$ cat config.mk
export PLATFORM = sky130hd
export DESIGN_NAME = led_breathe_pwm
export DESIGN_NICKNAME = d
export VERILOG_FILES = /design/src/rtl/led_breathe_pwm_pkg.sv /design/src/rtl/led_breathe_pwm_pwm_core.sv /design/src/rtl/led_breathe_pwm.sv
export SDC_FILE = /design/constraint.sdc
export NUM_CORES = 1
export LEC_CHECK = 0
export BUFFER_PORTS_ARGS = -buffer_cell sky130_fd_sc_hd__buf_4
export CAP_MARGIN = 30
export CORE_AREA = 5 5 76 78
export CTS_BUF_LIST = sky130_fd_sc_hd__clkbuf_16
export CTS_CLUSTER_DIAMETER = 60
export DETAILED_ROUTE_END_ITERATION = 10
export DIE_AREA = 0 0 81 83
export PLACE_DENSITY = 0.84
export SLEW_MARGIN = 5
export SYNTH_ARGS = -nofsm -noshare
export SYNTH_HDL_FRONTEND = slang
export SYNTH_SLANG_ARGS = --single-unit
$ cat constraint.sdc
create_clock -name USER_CLK -period 2.3 [get_ports USER_CLK]
set_input_delay 0.69 -clock USER_CLK [delete_from_list [all_inputs] [get_ports USER_CLK]]
set_output_delay 0.69 -clock USER_CLK [all_outputs]
set_load 0.02 [all_outputs]
$ cat src/rtl/led_breathe_pwm_pkg.sv
// ---------------------------------------------------------------------------
// led_breathe_pwm_pkg
//   Shared definitions for the LED breathing output stage: the FSM state
//   encoding, which is also driven out on state_o, and a helper that sizes
//   the step prescaler counter.
// ---------------------------------------------------------------------------
package led_breathe_pwm_pkg;

  localparam int unsigned STATE_W = 3;

  // Encodings are visible on state_o, so they are fixed explicitly.
  // Codes 5..7 are unused and recover to ST_IDLE.
  typedef enum logic [STATE_W-1:0] {
    ST_IDLE    = 3'd0,
    ST_RISE    = 3'd1,
    ST_HOLD_HI = 3'd2,
    ST_FALL    = 3'd3,
    ST_HOLD_LO = 3'd4
  } state_e;

  // The prescaler counts 0..n-1. It needs clog2(n) bits, and never fewer
  // than one bit, so that n == 1 still yields a legal vector.
  function automatic int unsigned cntWidth(input int unsigned n);
    return (n <= 1) ? 1 : $clog2(n);
  endfunction

endpackage

$ cat src/rtl/led_breathe_pwm_pwm_core.sv
// ---------------------------------------------------------------------------
// pwm_core
//   Free-running PWM generator. The counter runs 0..2**PWM_BITS-1 and wraps.
//   The requested duty is copied into a shadow register only on the last
//   count of each PWM window, so a duty change never produces a runt pulse.
//   A clear input forces the shadow to zero immediately so the LED goes dark
//   without waiting for the window to end.
// Ports
//   clk     in   1         clock, rising edge
//   rst_n   in   1         asynchronous active-low reset
//   duty    in   PWM_BITS  requested duty (0 = dark, all ones = max)
//   clr     in   1         force shadow duty to zero on the next edge
//   led_on  out  1         combinational PWM level (1 = lit)
// ---------------------------------------------------------------------------
module pwm_core #(
  parameter int unsigned PWM_BITS = 8
) (
  input  logic                clk,
  input  logic                rst_n,
  input  logic [PWM_BITS-1:0] duty,
  input  logic                clr,
  output logic                led_on
);

  localparam logic [PWM_BITS-1:0] CNT_LAST = {PWM_BITS{1'b1}};

  logic [PWM_BITS-1:0] pwmCnt_q;
  logic [PWM_BITS-1:0] dutySh_q;

  // The window counter simply wraps from all ones back to zero, which is
  // exactly the 0..DMAX free-running sequence we want.
  always_ff @(posedge clk or negedge rst_n) begin
    if (!rst_n) begin
      pwmCnt_q <= '0;
    end else begin
      pwmCnt_q <= pwmCnt_q + 1'b1;
    end
  end

  // The shadow duty follows the requested duty only at the window boundary.
  // The clear input takes priority so that a disable blanks the LED at once
  // rather than finishing the current window at the old brightness.
  always_ff @(posedge clk or negedge rst_n) begin
    if (!rst_n) begin
      dutySh_q <= '0;
    end else if (clr) begin
      dutySh_q <= '0;
    end else if (pwmCnt_q == CNT_LAST) begin
      dutySh_q <= duty;
    end
  end

  // A strict less-than makes duty 0 fully dark and duty DMAX lit for DMAX
  // out of every 2**PWM_BITS cycles.
  assign led_on = (pwmCnt_q < dutySh_q);

endmodule

$ cat src/rtl/led_breathe_pwm.sv
// ---------------------------------------------------------------------------
// led_breathe_pwm
//   Output stage for the active-low user LED. In breathe mode the LED
//   brightness ramps up, holds, ramps down, holds and repeats. In blink mode
//   the pin simply follows blink_in, one cycle later. The breathing FSM keeps
//   running in blink mode, so returning to breathe mode resumes mid-breath.
// Ports
//   USER_CLK          in   1         clock, rising edge
//   FPGA_CPU_RESET_B  in   1         asynchronous active-low reset
//   enable            in   1         1 = run the breathe FSM, 0 = idle and dark
//   mode              in   1         0 = breathe PWM, 1 = blink_in pass-through
//   blink_in          in   1         LED-on level from the blink logic
//   GPIO_LED_N        out  1         registered LED pin, active low
//   duty_o            out  PWM_BITS  current duty register
//   state_o           out  3         FSM state encoding
// ---------------------------------------------------------------------------
module led_breathe_pwm
  import led_breathe_pwm_pkg::*;
#(
  parameter int unsigned PWM_BITS   = 8,
  parameter int unsigned STEP_DIV   = 4096,
  parameter int unsigned HOLD_STEPS = 64
) (
  input  logic                USER_CLK,
  input  logic                FPGA_CPU_RESET_B,
  input  logic                enable,
  input  logic                mode,
  input  logic                blink_in,
  output logic                GPIO_LED_N,
  output logic [PWM_BITS-1:0] duty_o,
  output logic [STATE_W-1:0]  state_o
);

  localparam int unsigned PRE_W  = cntWidth(STEP_DIV);
  localparam int unsigned HOLD_W = $clog2(HOLD_STEPS + 1);

  localparam logic [PWM_BITS-1:0] DMAX      = {PWM_BITS{1'b1}};
  localparam logic [PWM_BITS-1:0] DUTY_ONE  = {{(PWM_BITS-1){1'b0}}, 1'b1};
  localparam logic [PRE_W-1:0]    PRE_LAST  = PRE_W'(STEP_DIV - 1);
  localparam logic [HOLD_W-1:0]   HOLD_LAST = HOLD_W'(HOLD_STEPS - 1);

  state_e              state_q, state_d;
  logic [PWM_BITS-1:0] duty_q, duty_d;
  logic [PRE_W-1:0]    preCnt_q, preCnt_d;
  logic [HOLD_W-1:0]   holdCnt_q, holdCnt_d;
  logic                ledN_q;
  logic                stepTick;
  logic                ledOn;

  // The prescaler is held at zero in IDLE, so one brightness step takes
  // exactly STEP_DIV cycles from the moment the FSM starts.
  assign stepTick = (state_q != ST_IDLE) && (preCnt_q == PRE_LAST);

  // Next-state logic. The duty never wraps: the ramps end by leaving the
  // state on the step that reaches DMAX or zero. A low enable overrides
  // everything, including a step tick in the same cycle. Any state change
  // restarts both the prescaler and the hold counter, so every state begins
  // with a full step period.
  always_comb begin
    state_d   = state_q;
    duty_d    = duty_q;
    holdCnt_d = holdCnt_q;
    preCnt_d  = (state_q == ST_IDLE || stepTick) ? '0 : preCnt_q + 1'b1;

    if (!enable) begin
      state_d = ST_IDLE;
      duty_d  = '0;
    end else begin
      case (state_q)
        ST_IDLE: begin
          duty_d  = '0;
          state_d = ST_RISE;
        end
        ST_RISE: begin
          if (stepTick) begin
            duty_d = duty_q + 1'b1;
            if (duty_q == DMAX - 1'b1) begin
              state_d = ST_HOLD_HI;
            end
          end
        end
        ST_HOLD_HI, ST_HOLD_LO: begin
          if (stepTick) begin
            if (holdCnt_q == HOLD_LAST) begin
              state_d = (state_q == ST_HOLD_HI) ? ST_FALL : ST_RISE;
            end else begin
              holdCnt_d = holdCnt_q + 1'b1;
            end
          end
        end
        ST_FALL: begin
          if (stepTick) begin
            duty_d = duty_q - 1'b1;
            if (duty_q == DUTY_ONE) begin
              state_d = ST_HOLD_LO;
            end
          end
        end
        default: begin
          state_d = ST_IDLE;
          duty_d  = '0;
        end
      endcase
    end

    if (state_d != state_q) begin
      preCnt_d  = '0;
      holdCnt_d = '0;
    end
  end

  // FSM, duty and counter registers.
  always_ff @(posedge USER_CLK or negedge FPGA_CPU_RESET_B) begin
    if (!FPGA_CPU_RESET_B) begin
      state_q   <= ST_IDLE;
      duty_q    <= '0;
      preCnt_q  <= '0;
      holdCnt_q <= '0;
    end else begin
      state_q   <= state_d;
      duty_q    <= duty_d;
      preCnt_q  <= preCnt_d;
      holdCnt_q <= holdCnt_d;
    end
  end

  // The shadow duty is cleared whenever enable is low, so the LED is dark
  // within two cycles of a disable instead of finishing its PWM window.
  pwm_core #(
    .PWM_BITS(PWM_BITS)
  ) u_pwm_core (
    .clk    (USER_CLK),
    .rst_n  (FPGA_CPU_RESET_B),
    .duty   (duty_q),
    .clr    (~enable),
    .led_on (ledOn)
  );

  // The pin is registered so that it is glitch-free. The pin is active low,
  // which is why both sources are inverted. Gating with enable keeps the LED
  // dark on the very first disabled edge.
  always_ff @(posedge USER_CLK or negedge FPGA_CPU_RESET_B) begin
    if (!FPGA_CPU_RESET_B) begin
      ledN_q <= 1'b1;
    end else begin
      ledN_q <= mode ? ~blink_in : ~(ledOn & enable);
    end
  end

  assign GPIO_LED_N = ledN_q;
  assign duty_o     = duty_q;
  assign state_o    = state_q;

endmodule
==> impl.org <==
** Routing
- Routed length on met1 :: 2.43 mm
- Post-route DRC :: 0
- Detailed routing placed a total of ~2.8 mm of wire on met2.
- Avg Vias per Cell :: 5.58
- The routed layout has between 2000 and 2500 vias.
- Before antenna repair, the detailed router went through 4 iterations.
- Final Routed Wirelength :: ~5.6 mm
- Highest routing layer actually used :: met4
- Routed Antenna Nets :: 0
- In the detailed route, the total length drawn on met3 is 256 um.
- For this block, the initial DRC count from the detailed router was approximately 170.
- After detailed routing, the average wire length per cell comes to ~15 um.

** Clocking
- Worst-case clock buffer depth :: 2
- Clock latency on the worst-skew pair :: 290 ps
- CTS saw 47 sinks.
- CTS tree :: built
- Buffers inserted to repair hold after CTS numbered 0.
- Clock transition time at the flip-flop clock pins of the worst setup and hold paths :: 70 ps
- Clk root buf :: clkbuf_16
- Number of setup buffers added after CTS :: 0
- Maximum level of the CTS H-tree :: 2
- Counting the buffers created by CTS gives 5.
- CTS-repair resized insts :: 0

** STA
- The clock arrives with roughly 6.4 ps of skew.
- The routed design could run at a clock period as short as around 2100 ps.
- For this run, the top clock speed supported by timing is ~470 MHz.
- The total count of max-transition violations in the final report was 0.
- Setup-failing EPs final :: 0
- The final hold violation count was 0.
- Measured slew at the worst slew-check pin :: 792 ps
- In the finished design, the share of the clock period the worst path needs comes to ~93%.
- In the final timing run, aggregate negative setup slack is 0 ps.
- Worst Slack Setup Final :: between 150 and 200 ps
- Max-slew headroom :: approximately 46%
- RSZ-0062 raised after global routing :: no

** Placement
- Global placer's final weighted congestion :: 0.853
- Before CTS, the worst setup slack after placement is ~170 ps.
- Placed wire-length estimate after detailed placement :: around 4 mm
- Count of buffers inserted at the top-level ports :: 16

** Floorplan
- For this configuration, the core starts out at a cell density of 54.4%.
- Vertical extent of the die :: 83 um
- Core ar. :: 0.00501 mm^2
- Die footprint :: ~0.0067 mm^2
- In this run the count of I/O pins placed on the die edge is 17.
- Row generation in the floorplan step produced 26 rows.
- Die extent in x :: 81 um

** Flow run
- Number of max-capacitance violations reported :: 0

** Synth
- The synthesized netlist contains 48 unique library cells.
- In this run, synthesis produced a sequential element count of 47.
- The mapped netlist covers 0.00272 mm^2.
- Summing the sequential cell areas from Yosys gives between 40 and 50% of the chip area.
- Cell count after synthesis :: approximately 290
- In the synthesized netlist the async set-or-reset flop fraction comes to between 90% and 100%.
- Syn Nets :: between 300 and 400
- In this run the mean area of a mapped cell was about 9.4 um^2.
- The Yosys step of the flow raised 0 warnings.
- Number of flops mapped to enable cells by yosys :: 0
- Top_reg_cell synth :: dfrtp_1

** Critical path
- Kind of critical path :: register to register
- The largest individual stage delay along the critical path comes from the cell or4_4.
- Number of buffers and inverters on the critical path :: 0
- In this run the worst path has a maximum fanout of 10.
- STA classifies the critical path endpoint as a register.
- The worst setup path is launched from a register.
- The critical path goes through ha_1, nand4_4, or4_4, and3_4, or3_1, a21boi_1.
- Largest stage delay, worst path :: 540 ps
- Data on the critical path arrives at its endpoint at 2350 ps.
- Broken down by cell family, the worst path's largest delay share belongs to simple AND/OR/NAND/NOR gates.
- Required @ worst endpoint :: between 2000 and 3000 ps

** Global routing
- Across every metal layer, demand over resource in global routing totals between 10% and 20%.
- Via count of the first global-routing pass :: around 2200
- Number of antenna violations at the first check in global routing :: 0
- Largest net degree at the start of global routing :: 48
- Residual overflow from global routing :: 0
- The first global-routing pass estimated about 9.9 mm of wire.

** Final layout
- Synth-to-Final Area Change :: 13.6%
- Counting the fill cells in the layout gives around 460.
- Antenna diode count :: 0
- FF/Latch Area :: ~0.0012 mm^2
- Area of the multi-input gates :: between 0.001 and 0.0015 mm^2
- Of the cells placed in the final design, the portion with a size suffix greater than 1 is 11.9%.
- At the end of the flow the core is filled with cells to 61.7%.
- For this run, the post-layout net count is ~330.

** Power
- Part of the power in the clock network :: a little under half
- Areal power density over the cells :: 568 mW/mm^2
- Switching share of power :: 21.5%
- Internal power :: 1.38 mW
- Net switching power figure :: roughly 0.38 mW
- Maximum resistive drop on vdd :: 0.000275 V
- Summing internal, switching and leakage power gives 1.76 mW.
- Sequential group share of total power :: 47.8%
- Combinational cells account for roughly 5.6% of the total power.
- LEAKAGE :: approximately 1.3 nW

** Hold path
- The worst hold path belongs to the class input pin to async pin.

** Run status
- Outcome :: finished clean
[area by class of cell]
class	count	area share, %
Clock buffer	5	4.05
Clock inverter	3	1.38
Inverter	17	2.06
Multi-Input combinational cell	215	46.0
Sequential cell	47	38.1
Tap cell	70	2.83
Timing Repair Buffer	23	5.58
[cells by family after synthesis]
family | share of synthesized area [%]
DFF | 43.2
AOI/OAI and AO/OA | 11.4
adders and majority gates | 6.43
muxes | 3.31
buffers and inverters | 4.64
and+or+nand+nor | 24.5
xor gates and xnor gates | 6.43
[Yosys cell counts, drive strengths merged, types with 4 or more instances]
cell	count	area [um^2]
and3	5	36.3
or3	7	43.8
a31oi	6	37.5
dfrtp	46	1150
o21ai	11	55.1
a21oi	11	55.1
inv	17	63.8
nand2	24	90.1
nor3	18	90.1
clkbuf	8	30.0
nand4	4	40.0
xnor2	15	131
nor2	24	90.1
a21boi	4	30.0
ha	14	175
nor4	4	31.3
nand3	14	70.1
mux2i	9	90.1
xor2	5	43.8
nor2b	10	62.6
buf	4	32.5
[per-stage QoR]
step	area [um^2]	instances	hold slack (ps)
floorplan	2720	291	394
global placement	2920	372	453
detailed placement	2920	372	471
CTS	3090	380	429
finish	3090	380	402
global route	3090	380	460
[cell usage in the layout (no fill, tap or decap), types with 9 or more instances in the layout]
cell type  netlist  routed
nor2_1          24      24
nand2_1         24      24
inv_1           17      17
xnor2_1         15      15
dfrtp_1         46      46
nor2b_1         10      10
nor3_1          18      18
ha_1            14      14
mux2i_1          9       9
a21oi_1         11      11
nand3_1         14      14
buf_4            0      23
[final timing paths]
kind | cells after the start | from | slack, ps | endpoint
worst max register to register | 6 | preCnt_q[0] | 160 | duty_o[1]
min in group USER_CLK | 1 | u_pwm_core.pwmCnt_q[0] | 480 | u_pwm_core.pwmCnt_q[0]
worst min register to register | 1 | u_pwm_core.pwmCnt_q[0] | 480 | u_pwm_core.pwmCnt_q[0]
worst min-delay path | 1 | FPGA_CPU_RESET_B | 400 | u_pwm_core.pwmCnt_q[6]
max in group asynchronous | 1 | FPGA_CPU_RESET_B | 1500 | state_o[1]
worst max-delay path | 6 | preCnt_q[0] | 160 | duty_o[1]
[registers in the layout, summed over array words and instances (netlist names)]
register and flops:
state_o 3, u_pwm_core.dutySh_q 8, duty_o 8, preCnt_q 12, GPIO_LED_N 1, holdCnt_q 7
u_pwm_core.pwmCnt_q 8
[routing by layer]
layer,track usage (%),vias to the layer above
met4,5.22,0
met1,24.2,998
met5,0,-
met2,29.9,49
met3,4.11,8
li1,-,1066
[power groups by stage]
stage | combinational [mW] | clock, mW | sequential [mW]
floorplan | 0.0560 | 0 | 0.858
global placement | 0.0989 | 0 | 0.855
detailed placement | 0.101 | 0 | 0.855
CTS | 0.101 | 0.838 | 0.840
global route | 0.114 | 0.874 | 0.840
finish | 0.0988 | 0.818 | 0.840
[worst register-to-register path, cell delays in order, from the launching register on]
cell and delay (ps):
dfrtp_1 390, ha_1 260, nand4_4 140, or4_4 550
and3_4 240, or3_1 340, a21boi_1 150
Note: power is estimated with default switching activity, not from simulation.
